[config.mk]
export PLATFORM = sky130hd
export DESIGN_NAME = prefetch_buffer
export DESIGN_NICKNAME = d
export VERILOG_FILES = /design/src/rtl/prefetch_buffer.sv
export SDC_FILE = /design/constraint.sdc
export NUM_CORES = 1
export LEC_CHECK = 0
export CAP_MARGIN = 25
export CORE_ASPECT_RATIO = 1.25
export CORE_UTILIZATION = 55
export CTS_CLUSTER_SIZE = 24
export DETAILED_ROUTE_END_ITERATION = 12
export PLACE_DENSITY_LB_ADDON = 0.2
export SLEW_MARGIN = 20
export SYNTH_ARGS = -nofsm -noshare
export SYNTH_HDL_FRONTEND = slang
export SYNTH_SLANG_ARGS = --single-unit
[constraint.sdc]
create_clock -name clk -period 6.5 [get_ports clk]
set_clock_uncertainty 0.05 [all_clocks]
set_input_delay 1.95 -clock clk [delete_from_list [all_inputs] [get_ports clk]]
set_output_delay 1.95 -clock clk [all_outputs]
set_load 0.02 [all_outputs]
[src/rtl/prefetch_buffer.sv]
// Instruction prefetch stage: sequential word fetches over a req/gnt/rvalid
// memory port, queued with their PCs in a small FIFO for the decode stage.
module prefetch_buffer #(
  parameter logic [31:0] RESET_PC = 32'h0,
  parameter int          DEPTH    = 2
) (
  input  logic        clk,
  input  logic        res_n,
  output logic        imem_req,
  output logic [31:0] imem_addr,
  input  logic        imem_gnt,
  input  logic        imem_rvalid,
  input  logic [31:0] imem_rdata,
  output logic        instr_valid,
  output logic [31:0] instr_data,
  output logic [31:0] instr_pc,
  input  logic        instr_ready,
  input  logic        redirect,
  input  logic [31:0] redirect_pc
);

  localparam int          PW  = $clog2(DEPTH);
  localparam int          CW  = PW + 1;
  localparam logic [31:0] NOP = 32'h0000_0013;

  typedef enum logic [1:0] {IDLE, WAIT, DISCARD} state_t;

  state_t          state, state_nxt;
  logic [31:0]     fetch_pc;
  logic [31:0]     req_pc;
  logic [CW-1:0]   count;
  logic [PW-1:0]   wr_ptr, rd_ptr;
  logic [31:0]     fifo_data [DEPTH];
  logic [31:0]     fifo_pc   [DEPTH];

  logic            in_wait;
  logic            pop;
  logic            push;
  logic            issue;
  logic            accept;
  logic [CW:0]     occ;

  assign instr_valid = (count != '0);
  assign instr_data  = instr_valid ? fifo_data[rd_ptr] : NOP;
  assign instr_pc    = instr_valid ? fifo_pc[rd_ptr] : 32'h0;

  assign in_wait = (state == WAIT);
  assign pop     = instr_valid & instr_ready;
  // Occupancy the FIFO will see once the in-flight word lands, net of this cycle's pop.
  assign occ     = {1'b0, count} + (CW+1)'(in_wait) - (CW+1)'(pop);
  assign issue   = res_n & ~redirect & ((state == IDLE) | (in_wait & imem_rvalid))
                 & (occ < (CW+1)'(DEPTH));
  assign push    = in_wait & imem_rvalid & ~redirect;
  assign accept  = issue & imem_gnt;

  assign imem_req  = issue;
  assign imem_addr = fetch_pc;

  always_comb begin
    state_nxt = state;
    unique case (state)
      IDLE:    if (accept) state_nxt = WAIT;
      WAIT: begin
        if (redirect)         state_nxt = imem_rvalid ? IDLE : DISCARD;
        else if (imem_rvalid) state_nxt = accept ? WAIT : IDLE;
      end
      DISCARD: if (imem_rvalid) state_nxt = IDLE;
      default: state_nxt = IDLE;
    endcase
  end

  always_ff @(posedge clk or negedge res_n) begin
    if (!res_n) begin
      state    <= IDLE;
      fetch_pc <= {RESET_PC[31:2], 2'b00};
      req_pc   <= 32'h0;
      count    <= '0;
      wr_ptr   <= '0;
      rd_ptr   <= '0;
    end else begin
      state <= state_nxt;
      if (accept) req_pc <= fetch_pc;
      if (redirect) begin
        // Flush: any queued words and any pending response belong to the old stream.
        fetch_pc <= {redirect_pc[31:2], 2'b00};
        count    <= '0;
        wr_ptr   <= '0;
        rd_ptr   <= '0;
      end else begin
        if (accept) fetch_pc <= fetch_pc + 32'd4;
        if (push)   wr_ptr   <= wr_ptr + PW'(1);
        if (pop)    rd_ptr   <= rd_ptr + PW'(1);
        count <= count + CW'(push) - CW'(pop);
      end
    end
  end

  always_ff @(posedge clk) begin
    if (push) begin
      fifo_data[wr_ptr] <= imem_rdata;
      fifo_pc[wr_ptr]   <= req_pc;
    end
  end

endmodule

**Word-level counts from Yosys, hierarchy flattened**

Memory sizes are Yosys's and may differ from the RTL's.
Cells that the tools add are included.
Widths: inputs -> output; s select.

- Register bits after elaboration: 70
- Bits in writable memories: 128
- Input bits: 70
- Logic and storage cells: 54
- Memories: 2

- $add $sub $neg: 7
- Magnitude comparators: 1
- Eq/ne operators: 5
- Mux-type cells: 18
- Bitwise gates (word level): 9
- Reductions and logical operators: 6

Memories:

| name | depth | width | read ports | clocked after Yosys merged registers in | wr ports | RTL line | RTL |
|---|---|---|---|---|---|---|---|
| fifo_data | 2 | 32 | 1 | 0 | 1 | 33 | `logic [31:0] fifo_data [DEPTH];` |
| fifo_pc | 2 | 32 | 1 | 0 | 1 | 34 | `logic [31:0] fifo_pc [DEPTH];` |

Operators with widths:

| cell | number |
|---|---|
| $mux 32 | 4 |
| $add 32x3->32 const B | 1 |
| $mux 2 | 6 |
| $reduce_bool 2->1 | 4 |
| $and 1x1->1 | 7 |
| $mux 1 | 7 |
| $pmux 2 s3 | 1 |
| $ne 2x2->1 const B | 2 |
| $add 2x1->3 | 1 |
| $lt 3x2->1 const B | 1 |
| $ne 3x3->1 const B | 1 |
| $reduce_and 3->1 | 1 |
| $sub 3x1->3 | 1 |
| $add 1x1->1 const B | 2 |
| $add 2x1->2 | 1 |
| $eq 2x1->1 const B | 1 |
| $eq 2x2->1 const B | 1 |
| $logic_not 2->1 | 1 |
| $sub 2x1->2 | 1 |
| $not 1->1 | 1 |
| $or 1x1->1 | 1 |

**Logic depth before layout (Yosys ltp)**

- Depth in word-level cells: 10
- Mapped depth: 13
- Gate-level depth less buffers: 10

**Worst setup path before layout**

Ideal clock, no wire load.

- Path type: input to register
- Start point: in redirect
- End point: mem fifo_data[0][0] (enable)
- Arrival time: 5151 ps
- Path slack: 817 ps
- Stages: 5
- Buffers on the path: 2
- Cell sequence: clkbuf_1 buf_1 nor2_1 nand2_1 nor2_1

- Word-level cells in the longest chain between the ends: 4

RTL lines:

| item | RTL line | RTL |
|---|---|---|
| start: declaration | 18 | `input logic redirect,` |
| $not 1->1 | 53 | `assign push = in_wait & imem_rvalid & ~redirect;` |
| $and 1x1->1 | 53 |  |
| $mux 1 | 99 | `if (push) begin` |
| $mux 1 (implied by the code) | 100 | `fifo_data[wr_ptr] <= imem_rdata;` |
| end: declaration | 33 |  |

Every way passes these cells.

**Worst setup path in the final report**

- Start point: in instr_ready
- End point: out imem_req

- Word-level cells in the longest chain between the ends: 4

RTL lines:

| item | RTL line | RTL |
|---|---|---|
| start: declaration | 17 | `input logic instr_ready,` |
| $and 1x1->1 | 48 | `assign pop = instr_valid & instr_ready;` |
| $sub 3x1->3 | 50 | `assign occ = {1'b0, count} + (CW+1)'(in_wait) - (CW+1)'(pop);` |
| $lt 3x2->1 | 52 | `& (occ < (CW+1)'(DEPTH));` |
| $and 1x1->1 | 52 |  |
| end: declaration | 9 | `output logic imem_req,` |

Every way passes these cells.

==> results list <==
* Post-CTS setup-driven buffer insertion count: 0
- In this run, synthesis produced a sequential element count of 190.
* Mean instance size in the synthesized netlist: 12.5 sq um
- Relative contribution of combinational cells to total power: 25.5%
- Cell types occupying the most area after synthesis: sky130_fd_sc_hd__edfxtp_1 47%, sky130_fd_sc_hd__dfrtp_1 21%, sky130_fd_sc_hd__mux2i_1 7.8%, sky130_fd_sc_hd__nand2_1 5.8%, sky130_fd_sc_hd__nor2_1 3.5%
* Yosys warnings: 0
- From synthesis to final layout, the design area changed by 29.7%.
* Power per cell area: 334 nW/um^2
- Final min period: 6.22 ns
- Final setup TNS: 0 ns
- Lkg Pwr: 0.00384 uW
- Final design utilization: 73.9%
* Library cell appearing most often on the critical path: sky130_fd_sc_hd__clkdlybuf4s50_1
- Cell with the biggest individual delay on the critical path: sky130_fd_sc_hd__clkdlybuf4s50_1
* Type of the setup path with the least slack: in2out
* Port Buffer Count: 161
* Slew Viols, Final: 0
* I/O pin total: 168
- Ratio of final minimum period to clock period: 95.7%
* Effective utilization at floorplan: 57.0%
* Via count of the first global-routing pass: 5394
* Peak supply drop: 253 uV
* Run status: completed
- The later pin in the worst-skew pair is clocked with a latency of 0.42 ns.
- Total grt overflow: 0
- Estimated wirelength of the detail-placed design: 11.0 mm
- Number of gates resized after CTS: 0
- Total number of vias: 5384
- Routed WL: 16.5 mm
- In this run, synthesis inferred 124 flip-flops with an integrated enable.
- Share of the yosys chip area belonging to registers: 67.4%
- For this run, the total global-route usage over all layers was measured as 23.1%.
* Proportion of netlist area held by the largest area contributor: 46.7%
- The detail route stage leaves a number of antenna-violating nets equal to 0.
- Unrepaired setup endpoints after global routing: no
- Root buf cell: sky130_fd_sc_hd__clkbuf_16
* Setup WS pre-CTS: 0.269 ns
- Fraction of synthesis flops using an asynchronous set or reset pin: 34.7%
- The critical path contains buffers and inverters numbering 2 combined.
- TritonCTS built the clock tree.
* Net count of the finished layout: 871
- Worst Setup Slack, final: 0.282 ns
- Kind of launch point of the worst setup path: input port
- Max-cap violations in this run came to 0.
* Psw: 1040 uW
- The floorplan step set the die width to 110 um.
* DP Cell Count: 952
- Of the total power, the share spent switching nets is 30.1%.
* Max incr delay on CP: 0.63 ns
- The repair_antennas step left the layout with diodes totalling 0.
* Critical path cell sequence: clkdlybuf4s50_1 -> xnor2_1 -> nand2_1 -> fa_1 -> nand4bb_4 -> nor3_1 -> clkdlybuf4s50_1
- The die covers 15000 sq um.
- The number of antenna violations at the first check in global routing came to 0.
- The worst hold path belongs to the class reg2reg.
- The share of total power dissipated in sequential elements is 46.6%.
- The number of hold violations in the final report is 0.
- Cell type with the largest total area after synthesis: sky130_fd_sc_hd__edfxtp_1
- Dividing the detail-routed wire length by the instance count gives 16.8 um.
- Worst hold margin: 0.426 ns
- The finished layout holds 985 standard cells, fillers aside.
- Static timing analysis puts the maximum clock frequency at 0.161 GHz.
- After synthesis, the netlist uses 49 different library cells.
- After filler insertion, the fill cell instance count of the layout stands at 947.
* DRC violations left: 0
- Largest net degree at the start of global routing: 67
- Summing every instance area after synthesis gives 7980 sq um.
* Detailed Route Iter0 Violations: 232
- H-tree levels: 4
- Largest fanout on the critical path: 5
- Die outline height: 137 um
- Global-route wire length before repair: 26.3 mm
- In this run, the clock network consumes 27.9% of the power.
- Slew headroom: 32.2%
- Post-synth top flop: sky130_fd_sc_hd__edfxtp_1
- For the pin with the worst max-slew slack, the measured transition is 1.02 ns.
* Placeable Area: 14000 sq um
- After floorplanning, the core was divided into 48 placement rows.
- Buffers inserted to repair hold after CTS numbered 0.
* Kind of end point of the critical path: output port
* Placer Congestion: 0.836
* Number of standard cells after synthesis: 640
- Required time worst endpoint: 4.50 ns
- The pre-antenna-repair detailed-routing pass consisted of 4 iterations.
* Via density per instance: 5.47
- Share of cells above drive strength 1: 7.16%
- Num CTS Buffers: 17
- Cell internal power was estimated by the tool at 2410 uW.
- In this run the deepest clock path goes through 2 buffers.
- The cell family contributing the most delay on the critical path is buffers and inverters.
- Number of endpoints failing setup at the final stage: 0
- Post-CTS clock slew at the launch and capture registers of the worst setup and hold paths: 0.07 ns
- Clock tree synthesis found a total of 190 sinks.
- Data arrives at the worst endpoint at 4.22 ns.
[power groups by stage]
| stage | Sequential, uW | Clock [uW] | Combinational, uW |
|---|---|---|---|
| floorplan | 1600 | 0 | 494 |
| global route | 1620 | 1030 | 964 |
| detailed placement | 1660 | 0 | 851 |
| global placement | 1640 | 0 | 828 |
| CTS | 1640 | 982 | 858 |
| finish | 1610 | 962 | 880 |
[cell usage after synthesis, drive strengths merged, types with 7 or more instances]
library cell and count:
inv 7, o21ai 27, nand4 9, nor2 74, nand2 124, xnor2 11, mux2i 62, buf 18
edfxtp 124, nand3 19, dfrtp 66, nor3 9, xor2 9, clkbuf 18
[cells by family after synthesis]
family                   count (synthesis)  share of synthesized area [%]
multiplexers                            63                           7.92
AO/OA/AOI/OAI                           53                           4.11
flip-flops                             190                           67.4
other                                    1                         0.0470
buffers and inverters                   43                           2.37
adder cells (fa/ha/maj)                  4                          0.721
XOR/XNOR                                20                           2.20
AND/OR/NAND/NOR                        266                           15.3
[cells in the final DEF (no fill, tap or decap), types with 3 or more instances in the layout]
cell type / count
sky130_fd_sc_hd__inv_1: 7
sky130_fd_sc_hd__and3_1: 4
sky130_fd_sc_hd__mux2i_1: 62
sky130_fd_sc_hd__o311ai_0: 3
sky130_fd_sc_hd__o21ai_1: 6
sky130_fd_sc_hd__ha_1: 3
sky130_fd_sc_hd__xor2_1: 9
sky130_fd_sc_hd__clkdlybuf4s50_1: 159
sky130_fd_sc_hd__dfrtp_1: 65
sky130_fd_sc_hd__xnor2_1: 11
sky130_fd_sc_hd__nor4_4: 3
sky130_fd_sc_hd__nor2_1: 72
sky130_fd_sc_hd__a22oi_1: 4
sky130_fd_sc_hd__nor2b_1: 6
sky130_fd_sc_hd__a21o_1: 4
sky130_fd_sc_hd__nand2_1: 124
sky130_fd_sc_hd__or4_1: 4
sky130_fd_sc_hd__edfxtp_1: 124
sky130_fd_sc_hd__a21oi_1: 4
sky130_fd_sc_hd__buf_4: 9
sky130_fd_sc_hd__o211ai_1: 3
sky130_fd_sc_hd__a31oi_1: 3
sky130_fd_sc_hd__nand3_1: 19
sky130_fd_sc_hd__conb_1: 4
sky130_fd_sc_hd__o21ai_0: 21
sky130_fd_sc_hd__clkbuf_16: 18
sky130_fd_sc_hd__inv_4: 3
sky130_fd_sc_hd__clkinv_4: 3
sky130_fd_sc_hd__nand4_1: 8
sky130_fd_sc_hd__clkbuf_8: 3
sky130_fd_sc_hd__nor3_1: 8
[registers in the layout, indices dropped and copies added, names as in the netlist]
name / count
count: 2
fifo_data: 64
fifo_pc: 60
imem_addr: 30
rd_ptr: 1
req_pc: 30
state: 2
wr_ptr: 1
[routing by layer]
metal / part of all wire [%] / track usage, % / vias up
met5: 0 / 0 / -
met4: 1.7 / 8.00 / 0
met3: 4.7 / 3.95 / 24
met2: 52 / 39.6 / 182
met1: 42 / 29.8 / 2601
li1: - / - / 2577
[worst paths after layout]
path	start	cells after the start	slack (ns)	endpoint
min reg2reg	req_pc[9]$_DFFE_PN0P_	0	0.43	fifo_pc[1][9]$_DFFE_PP_
max reg2reg	count[1]$_DFF_PN0_	10	2.85	imem_addr[10]$_DFFE_PN0P_
max in group asynchronous	res_n	2	3.96	rd_ptr$_DFFE_PN0P_
min in group asynchronous	res_n	2	1.80	imem_addr[7]$_DFFE_PN0P_
min	req_pc[9]$_DFFE_PN0P_	0	0.43	fifo_pc[1][9]$_DFFE_PP_
max	instr_ready	7	0.28	imem_req
[through the flow]
step                power [uW]  area [sq um]
floorplan                 2090          7990
global placement          2470          9760
detailed placement        2510          9760
CTS                       3480         10300
global route              3610         10300
finish                    3450         10300
[area by class of cell]
class / instances / area, sq um / share of cell area [%]
flip-flops and latches: 190 / 5380 / 52.0
multi-input cells: 410 / 2460 / 23.8
repair buffers: 171 / 1700 / 16.4
clock buffers: 24 / 504 / 4.87
well taps: 175 / 219 / 2.12
clock inverters: 8 / 55.1 / 0.532
inverters: 7 / 26.3 / 0.254
Power figures use the tool's default switching activity.
